--- config.mk ---
export PLATFORM = sky130hd
export DESIGN_NAME = masked_parallel_hpc1_pipe
export DESIGN_NICKNAME = d
export VERILOG_FILES = /design/src/rtl/masked_parallel_hpc1_pipe.sv
export SDC_FILE = /design/constraint.sdc
export NUM_CORES = 1
export LEC_CHECK = 0
export ABC_AREA = 1
export CORE_AREA = 3 3 96 98
export CTS_CLUSTER_SIZE = 24
export DETAILED_ROUTE_END_ITERATION = 10
export DIE_AREA = 0 0 99 101
export PLACE_DENSITY = 0.84
export SETUP_SLACK_MARGIN = 0.4
export SLEW_MARGIN = 40
export SYNTH_ARGS = -nofsm -noshare
export SYNTH_HDL_FRONTEND = slang
export SYNTH_SLANG_ARGS = --single-unit
--- constraint.sdc ---
create_clock -name in_clock -period 2 [get_ports in_clock]
set_input_delay 0.6 -clock in_clock [delete_from_list [all_inputs] [get_ports in_clock]]
set_output_delay 0.6 -clock in_clock [all_outputs]
set_load 0.02 [all_outputs]
--- src/rtl/masked_parallel_hpc1_pipe.sv ---
// NUM_MULS parallel HPC1 masked GF(2^BIT_WIDTH) multipliers sharing operand A.
// Two-cycle pipeline with valid tracking and a completed-operation counter.

package aes128_package;
   function automatic int num_quad(input int n);
      return n * (n - 1) / 2;
   endfunction

   function automatic int num_zero_random(input int n);
      return n - 1;
   endfunction

   // Flat index of the cross-term randomness shared by share pair (i, j), i < j.
   function automatic int pair_idx(input int i, input int j, input int n);
      int k;
      k = 0;
      for (int x = 0; x < i; x++) k += n - 1 - x;
      return k + j - i - 1;
   endfunction

   function automatic logic [31:0] gf_poly(input int w);
      case (w)
         2: return 32'h7;
         3: return 32'hB;
         4: return 32'h13;
         5: return 32'h25;
         6: return 32'h43;
         7: return 32'h83;
         8: return 32'h11B;
         default: return 32'h13;
      endcase
   endfunction

   function automatic logic [31:0] gf_mul(input logic [31:0] x, input logic [31:0] y, input int w);
      logic [31:0] acc;
      logic [31:0] xs;
      logic [31:0] poly;
      acc  = '0;
      xs   = x;
      poly = gf_poly(w);
      for (int k = 0; k < w; k++) begin
         if (y[k]) acc = acc ^ xs;
         xs = xs << 1;
         if (xs[w]) xs = xs ^ poly;
      end
      return acc;
   endfunction
endpackage

// Fresh sharing of zero: the last share absorbs the XOR of all others.
module masked_zero #(
   parameter int NUM_SHARES = 2,
   parameter int BIT_WIDTH  = 4,
   localparam int NUM_ZERO_RANDOM = aes128_package::num_zero_random(NUM_SHARES)
) (
   input  logic [NUM_ZERO_RANDOM-1:0][BIT_WIDTH-1:0] r,
   output logic [NUM_SHARES-1:0][BIT_WIDTH-1:0]      z
);
   always_comb begin
      z = '0;
      for (int j = 0; j < NUM_SHARES - 1; j++) begin
         z[j]              = r[j];
         z[NUM_SHARES-1]   = z[NUM_SHARES-1] ^ r[j];
      end
   end
endmodule

// HPC1 multiplier: B is refreshed and registered while A arrives one cycle later.
module masked_hpc1_mul #(
   parameter int NUM_SHARES = 2,
   parameter int BIT_WIDTH  = 4,
   localparam int NUM_QUADRATIC = aes128_package::num_quad(NUM_SHARES)
) (
   input  logic                                    clk,
   input  logic                                    rst,
   input  logic                                    en_b,
   input  logic                                    en_u,
   input  logic [NUM_SHARES-1:0][BIT_WIDTH-1:0]    a,
   input  logic [NUM_SHARES-1:0][BIT_WIDTH-1:0]    b,
   input  logic [NUM_SHARES-1:0][BIT_WIDTH-1:0]    z,
   input  logic [NUM_QUADRATIC-1:0][BIT_WIDTH-1:0] p,
   output logic [NUM_SHARES-1:0][BIT_WIDTH-1:0]    c
);
   logic [NUM_SHARES-1:0][BIT_WIDTH-1:0]                  b_ref;
   logic [NUM_SHARES-1:0][NUM_SHARES-1:0][BIT_WIDTH-1:0]  u_d;
   logic [NUM_SHARES-1:0][NUM_SHARES-1:0][BIT_WIDTH-1:0]  u_q;

   for (genvar i = 0; i < NUM_SHARES; i++) begin : g_row
      for (genvar j = 0; j < NUM_SHARES; j++) begin : g_col
         logic [BIT_WIDTH-1:0] prod;
         assign prod = BIT_WIDTH'(aes128_package::gf_mul(32'(a[i]), 32'(b_ref[j]), BIT_WIDTH));
         if (i == j) begin : g_diag
            assign u_d[i][j] = prod;
         end else if (i < j) begin : g_upper
            assign u_d[i][j] = prod ^ p[aes128_package::pair_idx(i, j, NUM_SHARES)];
         end else begin : g_lower
            assign u_d[i][j] = prod ^ p[aes128_package::pair_idx(j, i, NUM_SHARES)];
         end
      end
   end

   // Each cross term is registered before compression so masked products never recombine.
   always_ff @(posedge clk) begin
      if (rst) begin
         b_ref <= '0;
         u_q   <= '0;
      end else begin
         if (en_b) b_ref <= b ^ z;
         if (en_u) u_q   <= u_d;
      end
   end

   always_comb begin
      c = '0;
      for (int i = 0; i < NUM_SHARES; i++)
         for (int j = 0; j < NUM_SHARES; j++)
            c[i] = c[i] ^ u_q[i][j];
   end
endmodule

module masked_parallel_hpc1_pipe #(
   parameter int NUM_SHARES  = 2,
   parameter int BIT_WIDTH   = 4,
   parameter int NUM_MULS    = 2,
   parameter int COUNT_WIDTH = 8,
   localparam int NUM_QUADRATIC   = aes128_package::num_quad(NUM_SHARES),
   localparam int NUM_ZERO_RANDOM = aes128_package::num_zero_random(NUM_SHARES),
   localparam int LATENCY         = 2
) (
   input  logic                                                   in_clock,
   input  logic                                                   in_reset,
   input  logic                                                   in_valid,
   input  logic [NUM_SHARES-1:0][BIT_WIDTH-1:0]                   in_a,
   input  logic [NUM_MULS-1:0][NUM_SHARES-1:0][BIT_WIDTH-1:0]     in_b,
   input  logic [NUM_MULS-1:0][NUM_ZERO_RANDOM-1:0][BIT_WIDTH-1:0] in_r_raw,
   input  logic [NUM_MULS-1:0][NUM_QUADRATIC-1:0][BIT_WIDTH-1:0]  in_p,
   output logic                                                   out_valid,
   output logic [NUM_MULS-1:0][NUM_SHARES-1:0][BIT_WIDTH-1:0]     out_c,
   output logic [COUNT_WIDTH-1:0]                                 out_count
);
   logic [LATENCY-1:0]                                         vld;
   logic [NUM_SHARES-1:0][BIT_WIDTH-1:0]                       a_d;
   logic [NUM_MULS-1:0][NUM_QUADRATIC-1:0][BIT_WIDTH-1:0]      p_d;
   logic [NUM_MULS-1:0][NUM_SHARES-1:0][BIT_WIDTH-1:0]         z;

   always_ff @(posedge in_clock) begin
      if (in_reset) begin
         vld       <= '0;
         a_d       <= '0;
         p_d       <= '0;
         out_count <= '0;
      end else begin
         vld <= {vld[LATENCY-2:0], in_valid};
         if (in_valid) begin
            a_d <= in_a;
            p_d <= in_p;
         end
         if (vld[LATENCY-1]) out_count <= out_count + COUNT_WIDTH'(1);
      end
   end

   assign out_valid = vld[LATENCY-1];

   for (genvar m = 0; m < NUM_MULS; m++) begin : g_chan
      masked_zero #(
         .NUM_SHARES (NUM_SHARES),
         .BIT_WIDTH  (BIT_WIDTH)
      ) u_zero (
         .r (in_r_raw[m]),
         .z (z[m])
      );

      masked_hpc1_mul #(
         .NUM_SHARES (NUM_SHARES),
         .BIT_WIDTH  (BIT_WIDTH)
      ) u_mul (
         .clk  (in_clock),
         .rst  (in_reset),
         .en_b (in_valid),
         .en_u (vld[0]),
         .a    (a_d),
         .b    (in_b[m]),
         .z    (z[m]),
         .p    (p_d[m]),
         .c    (out_c[m])
      );
   end
endmodule

### Word-level counts from Yosys, hierarchy flattened

Index checks and enable logic that the tools add are counted.

| operators by class | value |
|---|---|
| equal/unequal tests | 0 |
| $lt $le $gt $ge | 0 |
| reduce and logical (&&, ||, !) cells | 0 |
| div/mod/pow operators | 0 |
| shift-type cells | 0 |
| mux-type cells | 38 |
| $mul | 0 |
| bitwise logic cells | 40 |
| add/sub/neg operators | 1 |

Operator list:

| kind | count |
|---|---|
| $mux 4 | 32 |
| $xor 4x4->4 | 32 |
| $xor 8x8->8 | 2 |
| $mux 2 | 6 |
| $not 2->2 | 6 |
| $add 8x1->8 const B | 1 |

| word-level totals | value |
|---|---|
| memories | 0 |
| RAM bits | 0 |
| ROM bits | 0 |
| bits of input ports | 43 |
| word-level logic and storage cells | 97 |
| output and inout port bits | 25 |
| register bits | 74 |
| latch bits | 0 |

### Longest topological paths before layout

| logic depth | value |
|---|---|
| depth in word-level cells | 9 |
| depth in mapped cells | 13 |
| mapped depth without buffers | 12 |

### Cells and area by module

A second synthesis with hierarchy kept.

| unflattened totals | value |
|---|---|
| cells, all modules | 845 |
| area, all modules | 5316.3 sq um |

Modules (own cells, without submodules):

| module | instances | seq. area each (sq um) | area each (sq um) | cells an instance |
|---|---|---|---|---|
| masked_hpc1_mul at g_chan[0].u_mul | 1 | 480.5 | 2124.5 | 357 |
| masked_hpc1_mul at g_chan[1].u_mul | 1 | 480.5 | 2120.8 | 350 |
| masked_parallel_hpc1_pipe | 1 | 520.5 | 950.9 | 122 |
| masked_zero | 2 | 0.0 | 60.1 | 8 |

### Worst setup path before layout

Ideal clock, no wire load.

| path | value |
|---|---|
| kind | in2reg |
| start point | input in_reset |
| end point | register g_chan[0].u_mul.u_q[7] (netlist bit) |
| path slack | 484 ps |
| data arrival time | 1452 ps |
| buffers on the path | 3 |
| library setup time | 64 ps |
| required time | 1936 ps |
| stages on the path | 6 |
| cells stage by stage | buf_2 inv_1 clkbuf_1 clkbuf_1 o21ai_0 nor2_1 |

RTL lines:

| item | line | RTL |
|---|---|---|
| start: declaration | 131 | `input logic in_reset,` |
| end signal: assignment | 109 | `if (en_u) u_q <= u_d;` |
| end: declaration | 86 | `logic [NUM_SHARES-1:0][NUM_SHARES-1:0][BIT_WIDTH-1:0] u_q;` |

==> results.json <==
{
  "grt_max_degree": 46,
  "worstSetupStartpointType": "flop",
  "finalMaxSlewViolations": 0,
  "number_of_fill_cells": 724,
  "critical_path_arrival_ns": 1.01,
  "post_route_ant_nets": 0,
  "dr_pass1_iterations": 4,
  "route.detailed.wl_per_inst_microns": 13.80,
  "ff2ff_setup_slack_ns": 0.44,
  "hold_class": "flop to flop",
  "top_level_ports": 68,
  "initial_core_util": 0.5847,
  "number_of_antenna_violations_at_the_first_check_in_global_routing": 0,
  "achievable_frequency_mhz": 620.2,
  "holdPathStages": 2,
  "r2r-start": "a_d[4]",
  "floorplan.rows": 34,
  "global_route.overflow_total": 0,
  "dpl.cell_count": 930,
  "max-vdd-ir-drop_mv": 0.3378,
  "rr_endpoint": "g_chan[1].u_mul.u_q[13]",
  "slew_headroom": 0.7189,
  "routed_wirelength_mm": 13.07,
  "syn-instance-count": 778,
  "yosys.area_share.xor_xnor": 0.1969,
  "clock_latency_ns": 0.35,
  "clock-root-buffer": "clkbuf_8",
  "min_period_ns": 1.612,
  "post_route_cell_area_sq_um": 5997,
  "timing.critical_path.cells": "xor2_1 > buf_4",
  "flow.area_growth_from_synthesis_pct": 19.94,
  "synth_compound_area_frac": 0.09409,
  "synth_simple_gate_area_frac": 0.3043,
  "synthAdderAreaFrac": 0.002503,
  "cts_tree": "done",
  "first_global_vias": 4744,
  "warnings_from_yosys": 0,
  "r2r_cells": 8,
  "clk_path_buf_depth": 2,
  "groute.usage.overall": 0.2691,
  "routabilityCongestion": 0.9954,
  "setup_viol": 0,
  "tns_ns": 0,
  "cts-htree-levels": 3,
  "antenna-diode-count": 0,
  "timing_worst_slew_pin_value_ns": 0.4216,
  "cp_data_required_time_ns": 1.40,
  "drive_gt1_frac": 0.1549,
  "critPathMaxStageDelay_ns": 0.34,
  "fin_hold_ws_ns": 0.4617,
  "synth_sequential_area_ratio": 0.2963,
  "power_leakage_nw": 2.875,
  "tritoncts.num_buffers": 9,
  "postSynthNetCount": 822,
  "synth.distinct_cells": 28,
  "synth.cell_area_sq_um": 5000,
  "pwr_density_cell_nw_per_um2": 656.0,
  "detailroute.via_count": 4942,
  "critical_path.max_fanout": 2,
  "max_cap_violations": 0,
  "numClockSinks": 74,
  "most_frequent_cells_in_the_layout": "nand2_1, nor2_1, inv_1, xor2_1, o21ai_0",
  "detailedPlacementHpwl_mm": 9.327,
  "worst_clk_skew_ns": 0.01208,
  "rsz0062_at_grt": "true",
  "coreArea_sq_um": 8551,
  "ys_ff_latch": 74,
  "proportion_of_synthesized_area_in_mux_cells": 0,
  "timing.hold.worst_endpoint": "out_count[7]",
  "path_class": "flop to output pin",
  "slowest_stage": "dfxtp_2",
  "finish.cell_count_without_fillers": 947,
  "die_w_microns": 99,
  "detail_route.iter0.violations": 333,
  "remaining_drc_errors": 0,
  "nNetsFinal": 878,
  "synth_top_family_by_area": "simple AND/OR/NAND/NOR gates",
  "vias_per_cell": 5.219,
  "die_area_sq_um": 9999,
  "number_of_failing_hold_endpoints_at_the_final_stage": 0,
  "fin_crit_sh": 0.8062,
  "dpl_cell_area_sq_um": 5748,
  "die_h_microns": 101,
  "mapped_avg_cell_area_sq_um": 6.426,
  "hold_path_startpoint": "out_count[7]",
  "outcome": "completed",
  "io_port_bufs": 67,
  "grt_pass1_wl_mm": 21.86,
  "timing.critical_path.to_type": "output pin",
  "layout.cells.most_common": "nand2_1",
  "cts.reportedPaths.clkPinSlew_ns": 0.08
}
## routing by layer
metal	share of wire	GRT usage	wire length (microns)
met4	0.030	0.1197	391
met2	0.47	0.4401	6146
met5	0	0	0
met3	0.062	0.04498	806
met1	0.44	0.3488	5721
## where the power goes
group          internal [mW]  total, mW  leakage [nW]  switching [mW]
clock network          0.638       1.19         0.105           0.556
registers               1.58       1.73         0.629           0.144
logic                  0.429       1.01          2.14           0.583
total                   2.65       3.93          2.88            1.28
## cell families after synthesis
| family | count (synthesis) |
|---|---|
| AO/OA/AOI/OAI | 94 |
| XOR/XNOR | 109 |
| adder cells (fa/ha/maj) | 1 |
| buffers and inverters | 128 |
| flip-flops | 74 |
| AND/OR/NAND/NOR | 372 |
## Yosys cell counts, drive strengths merged
library cell  count  share of area
dfxtp            74           0.30
or2               3         0.0038
a21oi            32          0.032
clkbuf           15          0.011
nand3b            1         0.0015
o21ai            62          0.062
nand3            34          0.034
and2              2         0.0025
nor2            131           0.10
xor2             67           0.12
xnor2            42          0.080
inv              91          0.068
nor3              4         0.0040
nand2           192           0.15
buf              22          0.026
nand4             4         0.0050
nor3b             1         0.0015
ha                1         0.0025
## per-stage QoR
stage	total power [mW]	worst slack [ns]	util
finish	3.934	0.3877	0.7013
global route	4.142	0.3339	0.7013
CTS	3.901	0.3280	0.6920
detailed placement	2.739	0.2095	0.6722
global placement	2.705	0.2721	0.6722
floorplan	2.380	0.4843	-
## timing repair
action / in CTS / in global routing
hold buffers: 0 / 0
buffers inserted: 0 / 1
resized for setup: 140 / 39
endpoints found under the setup margin: 40 / 41
pin swaps: 1 / 7
## area by class of cell
cell class                      count  area [sq um]  area share
Timing Repair Buffer               82         730.7      0.1218
Multi-Input combinational cell    576          3032      0.5055
Tap cell                          108         135.1     0.02253
Clock inverter                      5         52.55    0.008763
Inverter                           91         341.6     0.05696
Sequential cell                    74          1554      0.2591
Clock buffer                       11         151.4     0.02525
## flip-flops by register name, indices dropped and copies added, names as in the netlist
register and cells:
vld 2, g_chan.u_mul.b_ref 16, a_d 8, g_chan.u_mul.u_q 32, p_d 8, out_count 8
## critical path, delay by kind of cell (launching register included)
kind,cells,cell delay (ns)
DFF,1,0.34
xor gates and xnor gates,1,0.16
buffers and inverters,1,0.17
## how the worst max path moves through the flow
stage / cells past startpoint / to / start
2_1_floorplan: 6 / g_chan[0].u_mul.u_q[7] / in_reset
3_3_place_gp: 6 / g_chan[1].u_mul.b_ref[6] / in_valid
3_5_place_dp: 6 / g_chan[1].u_mul.b_ref[6] / in_valid
4_1_cts: 2 / out_c[7] / g_chan[0].u_mul.u_q[15]
5_1_grt: 2 / out_c[7] / g_chan[0].u_mul.u_q[11]
6_report: 2 / out_c[7] / g_chan[0].u_mul.u_q[15]
Power figures use the tool's default switching activity.
